**config.mk**
```make
export PLATFORM = sky130hd
export DESIGN_NAME = intersection_phase_scheduler
export DESIGN_NICKNAME = d
export VERILOG_FILES = /design/src/rtl/intersection_phase_scheduler.sv
export SDC_FILE = /design/constraint.sdc
export NUM_CORES = 1
export LEC_CHECK = 0
export ABC_AREA = 0
export ABC_CLOCK_PERIOD_IN_PS = 2300
export CAP_MARGIN = 40
export CORE_UTILIZATION = 50
export DETAILED_ROUTE_END_ITERATION = 10
export PLACE_DENSITY = 0.71
export REMOVE_ABC_BUFFERS = 1
export SLEW_MARGIN = 25
export SYNTH_ARGS = -nofsm -noshare
export SYNTH_HDL_FRONTEND = slang
export SYNTH_SLANG_ARGS = --single-unit
```
**constraint.sdc**
```tcl
create_clock -name clock -period 2.3 [get_ports clock]
set_clock_uncertainty 0.2 [all_clocks]
set_input_delay 0.46 -clock clock [delete_from_list [all_inputs] [get_ports clock]]
set_output_delay 0.46 -clock clock [all_outputs]
set_load 0.02 [all_outputs]
```
**src/rtl/intersection_phase_scheduler.sv**
```systemverilog
// intersection_phase_scheduler: cycle-timed phase sequencer for a highway /
// country-road intersection with a latched pedestrian crossing request.
// Yellow, all-red and walk intervals are counted in clock cycles. Lights are
// registered and decoded from the next state, so they change with the state.
// Optional build macro: EMERGENCY_PREEMPT_EN adds the level input emg.
module intersection_phase_scheduler #(
  parameter int unsigned TW       = 8,
  parameter int unsigned MIN_HG   = 8,
  parameter int unsigned MAX_CG   = 10,
  parameter int unsigned Y_CYC    = 3,
  parameter int unsigned AR_CYC   = 2,
  parameter int unsigned WALK_CYC = 6
) (
  input  logic       clock,
  input  logic       clear,
  input  logic       car_x,
  input  logic       ped_req,
`ifdef EMERGENCY_PREEMPT_EN
  input  logic       emg,
`endif
  output logic [1:0] hwy,
  output logic [1:0] cntry,
  output logic       walk,
  output logic       ped_ack,
  output logic [2:0] phase
);

  typedef enum logic [2:0] {
    S_HG  = 3'd0,
    S_HY  = 3'd1,
    S_AR  = 3'd2,
    S_CG  = 3'd3,
    S_CY  = 3'd4,
    S_PED = 3'd5
  } state_t;

  typedef enum logic [1:0] {
    O_HG  = 2'd0,
    O_HY  = 2'd1,
    O_CY  = 2'd2,
    O_PED = 2'd3
  } origin_t;

  localparam logic [1:0] RED    = 2'd0;
  localparam logic [1:0] YELLOW = 2'd1;
  localparam logic [1:0] GREEN  = 2'd2;

  // Last timer value of each timed interval (interval of N cycles ends at N-1)
  localparam logic [TW-1:0] HG_LAST   = TW'(MIN_HG - 1);
  localparam logic [TW-1:0] CG_LAST   = TW'(MAX_CG - 1);
  localparam logic [TW-1:0] Y_LAST    = TW'(Y_CYC - 1);
  localparam logic [TW-1:0] AR_LAST   = TW'(AR_CYC - 1);
  localparam logic [TW-1:0] WALK_LAST = TW'(WALK_CYC - 1);

  state_t          state, state_nx;
  origin_t         origin, origin_nx;
  logic [TW-1:0]   timer;
  logic            ped_pend;
  logic            emg_act;
  logic            enter_ped;

`ifdef EMERGENCY_PREEMPT_EN
  assign emg_act = emg;
`else
  assign emg_act = 1'b0;
`endif

  assign enter_ped = (state_nx == S_PED) && (state != S_PED);
  assign phase     = state;

  // Next-state and clearance-origin selection
  always_comb begin
    state_nx  = state;
    origin_nx = origin;
    case (state)
      S_HG: begin
        if ((timer >= HG_LAST) && (car_x || ped_pend) && !emg_act)
          state_nx = S_HY;
      end
      S_HY: begin
        if (timer == Y_LAST) begin
          state_nx  = S_AR;
          origin_nx = O_HY;
        end
      end
      S_AR: begin
        if (timer == AR_LAST) begin
          if (emg_act)
            state_nx = S_HG;
          else begin
            case (origin)
              O_HY:    state_nx = ped_pend ? S_PED : (car_x ? S_CG : S_HG);
              O_CY:    state_nx = ped_pend ? S_PED : S_HG;
              default: state_nx = S_HG;
            endcase
          end
        end
      end
      S_CG: begin
        if (!car_x || (timer == CG_LAST) || emg_act)
          state_nx = S_CY;
      end
      S_CY: begin
        if (timer == Y_LAST) begin
          state_nx  = S_AR;
          origin_nx = O_CY;
        end
      end
      S_PED: begin
        if (timer == WALK_LAST) begin
          state_nx  = S_AR;
          origin_nx = O_PED;
        end
      end
      default: begin
        // Illegal codes recover through a full clearance back to highway green
        state_nx  = S_AR;
        origin_nx = O_PED;
      end
    endcase
  end

  // State, origin and phase timer registers
  always_ff @(posedge clock or negedge clear) begin
    if (!clear) begin
      state  <= S_HG;
      origin <= O_HG;
      timer  <= '0;
    end else begin
      state  <= state_nx;
      origin <= origin_nx;
      if (state_nx != state)
        timer <= '0;
      else if (timer != '1)
        timer <= timer + 1'b1;
    end
  end

  // Pedestrian request latch; clearing on PED entry wins over a new request
  always_ff @(posedge clock or negedge clear) begin
    if (!clear)
      ped_pend <= 1'b0;
    else if (enter_ped)
      ped_pend <= 1'b0;
    else if (ped_req)
      ped_pend <= 1'b1;
  end

  // Registered light outputs decoded from the next state
  always_ff @(posedge clock or negedge clear) begin
    if (!clear) begin
      hwy     <= GREEN;
      cntry   <= RED;
      walk    <= 1'b0;
      ped_ack <= 1'b0;
    end else begin
      ped_ack <= enter_ped;
      walk    <= (state_nx == S_PED);
      case (state_nx)
        S_HG:    begin hwy <= GREEN;  cntry <= RED;    end
        S_HY:    begin hwy <= YELLOW; cntry <= RED;    end
        S_CG:    begin hwy <= RED;    cntry <= GREEN;  end
        S_CY:    begin hwy <= RED;    cntry <= YELLOW; end
        default: begin hwy <= RED;    cntry <= RED;    end
      endcase
    end
  end

endmodule

```
==> results.yml <==
run_status:
  status: "finished, violations left"
  violations: "negative setup slack"
worst_setup_path:
  slowest_stage: "or4_4"
  r2r_cells: 5
  required_ns: 2.31
  path_cells: "or4_4 > nor4_1 > a211o_1 > o32ai_1 > nor4b_2"
  max_stage_delay_ns: 0.60
  cp-end-kind: "flip-flop"
  critical_path.top_delay_family: "simple AND/OR/NAND/NOR gates"
  crit_type: "flip-flop to flip-flop"
  start_kind: "flip-flop"
  crit_cells: 5
  crit_fanout: 6
  critPathArrivalTime_ns: 2.39
  cp_num_buf_inv: 0
synth:
  synth_commonest_cells: "nor2_1, dfrtp_1, inv_1, nand2_1, nand3_1"
  ys_seq_area_share_pct: 38.67
  synth_area_per_cell_um2: 9.202
  ys_top_cells_by_area: "dfrtp_1, nor2_1, ha_1"
  synth_cell_types: 45
  synth_seq_cells: 20
  synthesis.area_mm2: 0.001297
  netlist_instances: 141
  synth-edff-count: 0
  synth_top_cell_by_area: "dfrtp_1"
  synthFlopType: "dfrtp_1"
  ys_warn_count: 0
  synth-async-reset-ratio_pct: 100.0
  yosysMostFrequentCell: "nor2_1"
  yosys.area.top_type_share_pct: 36.64
routing:
  via_count: 1202
  drt_iter0_markers: 34
  drc: 0
  postRouteAntennaNets: 0
  wl_um: 3140
  via_per_inst: 5.892
  drt_pre_antenna_iters: 4
  wl_per_cell_um: 15.39
timing:
  grt_setup_unrepaired: "yes"
  fmax_mhz: 420.6
  worst_slack_ns: -0.07778
  period_minus_slack_ns: 2.378
  hold_viol: 0
  setup_violations: 8
  worstMarginPinSlew_ns: 0.6674
  max-slew-margin-rel_pct: 55.37
  slew_violations: 0
  period_share_pct: 103.4
  fin_hold_ws_ns: 0.2551
global_route:
  grt_max_degree: 13
  grt_usage_pct: 24.48
  grt_first_pass_wirelength_um: 4995
  antenna_found_initial: 0
  grt-ovfl-total: 0
  grt_pass1_vias: 1124
floorplanning:
  dieArea_mm2: 0.002803
  fp.dieH_um: 52.94
  die_x_um: 52.94
  core_area_mm2: 0.002455
  rows: 18
  start_util_pct: 52.85
  io_pins: 13
placed_design:
  dp_hpwl_um: 2278
  routabilityCongestion: 0.8264
  portBuffers: 12
  place_area_mm2: 0.001572
  place_ws_ns: -0.2221
  placed_cells: 196
cts:
  cts_hold_buf: 0
  cts_buffers: 3
  htree_levels: 1
  clk_latency_ns: 0.31
  clockRootBuffer: "clkbuf_4"
  cts_sinks: 20
  cts_tree: "yes"
  cts_buffer_depth: 2
  clk_pin_slew_ns: 0.13
power:
  ir_drop_uv: 798.8
  leakagePower_uw: 0.0007956
  power_density_mw_per_mm2: 1182
layout:
  n_antenna_cell: 0
  nNetsFinal: 184
  syn_to_final_growth_pct: 32.40
  drive_gt1_share_pct: 29.31
  final_area_mm2: 0.001718
  finalNonFillerCells: 204
  fin_util_pct: 69.98
worst_hold_path:
  hold_path.class: "primary input to asynchronous set/reset pin"
flow_run:
  max_cap_viol_count: 0
## through the flow
stage          TNS [ns]  power (uW)
2_1_floorplan    -1.578        1199
3_3_place_gp     -1.859        1563
3_5_place_dp     -2.178        1604
4_1_cts         -0.1656        1943
5_1_grt          -1.393        2171
6_report        -0.3979        2030
## cells in the final DEF, fill, tap and decap left out, drive strengths merged, types with 3 or more instances in the layout
cell and instances:
nor4 5, ha 5, o21ai 7, nor3 5, clkdlybuf4s50 12, nand3 9
dfrtp 19, nand2b 5, clkbuf 3, nor2 21, or4 3, nand2 9
buf 23, a31oi 3, inv 10, a21oi 4
## worst register-to-register path, cell delays in order (launching register included)
cell and delay, ns:
dfrtp_1 0.47, or4_4 0.60, nor4_1 0.38, a211o_1 0.21, o32ai_1 0.18, nor4b_2 0.25
## routing by layer
metal  track usage (%)  up-vias  wire length [um]
met5                 0        -                 0
met4             6.579        0                25
met3             4.598        2               140
met2             41.14       36              1579
met1             31.90      590              1394
li1                  -      574                 -
## cells by family after synthesis
logic type	count (synthesis)	share of synthesized area, %
AND/OR/NAND/NOR	70	31.53
flip-flops	20	38.67
AO/OA/AOI/OAI	26	15.81
multiplexers	1	0.7715
buffers and inverters	16	4.918
XOR/XNOR	3	3.472
adder cells (fa/ha/maj)	5	4.822
## power by group
group	internal [uW]	switching, uW	leakage [uW]	total [uW]
Sequential	449	93.9	0.000260	543
Clock	176	117	0.0000279	294
Combinational	545	649	0.000507	1190
Total	1170	860	0.000796	2030
## layout make-up
type / instances / area (um^2)
clock buffer: 3 / 22.52
multi-input combinational: 105 / 792.0
fill: 177 / 737.0
tap: 30 / 37.54
sequential: 20 / 501.7
timing repair buffer: 35 / 296.5
inverter: 10 / 37.54
clock inverter: 1 / 30.03
## flip-flops by register name (all words and copies together) (netlist names)
signal and flops:
cntry 2, hwy 2, origin 2, ped_ack 1, ped_pend 1, phase 3
timer 8, walk 1
## final timing paths
path,from,end,slack [ns]
worst max-delay path,timer[6]$_DFFE_PN0P_,timer[1]$_DFFE_PN0P_,-0.08
max in group asynchronous,clear,timer[5]$_DFFE_PN0P_,1.08
worst min register to register,origin[1]$_DFFE_PN0P_,origin[1]$_DFFE_PN0P_,0.44
min in group clock,origin[1]$_DFFE_PN0P_,origin[1]$_DFFE_PN0P_,0.44
worst max register to register,timer[6]$_DFFE_PN0P_,timer[1]$_DFFE_PN0P_,-0.08
worst min-delay path,clear,ped_pend$_DFFE_PN0P_,0.26
## timing repair
| item | CTS | global route |
|---|---|---|
| buffers inserted | 2 | 2 |
| pin swaps | 7 | 4 |
| setup endpoints to repair | 8 | 13 |
| resized for setup | 4 | 10 |
Power figures use the tool's default switching activity.
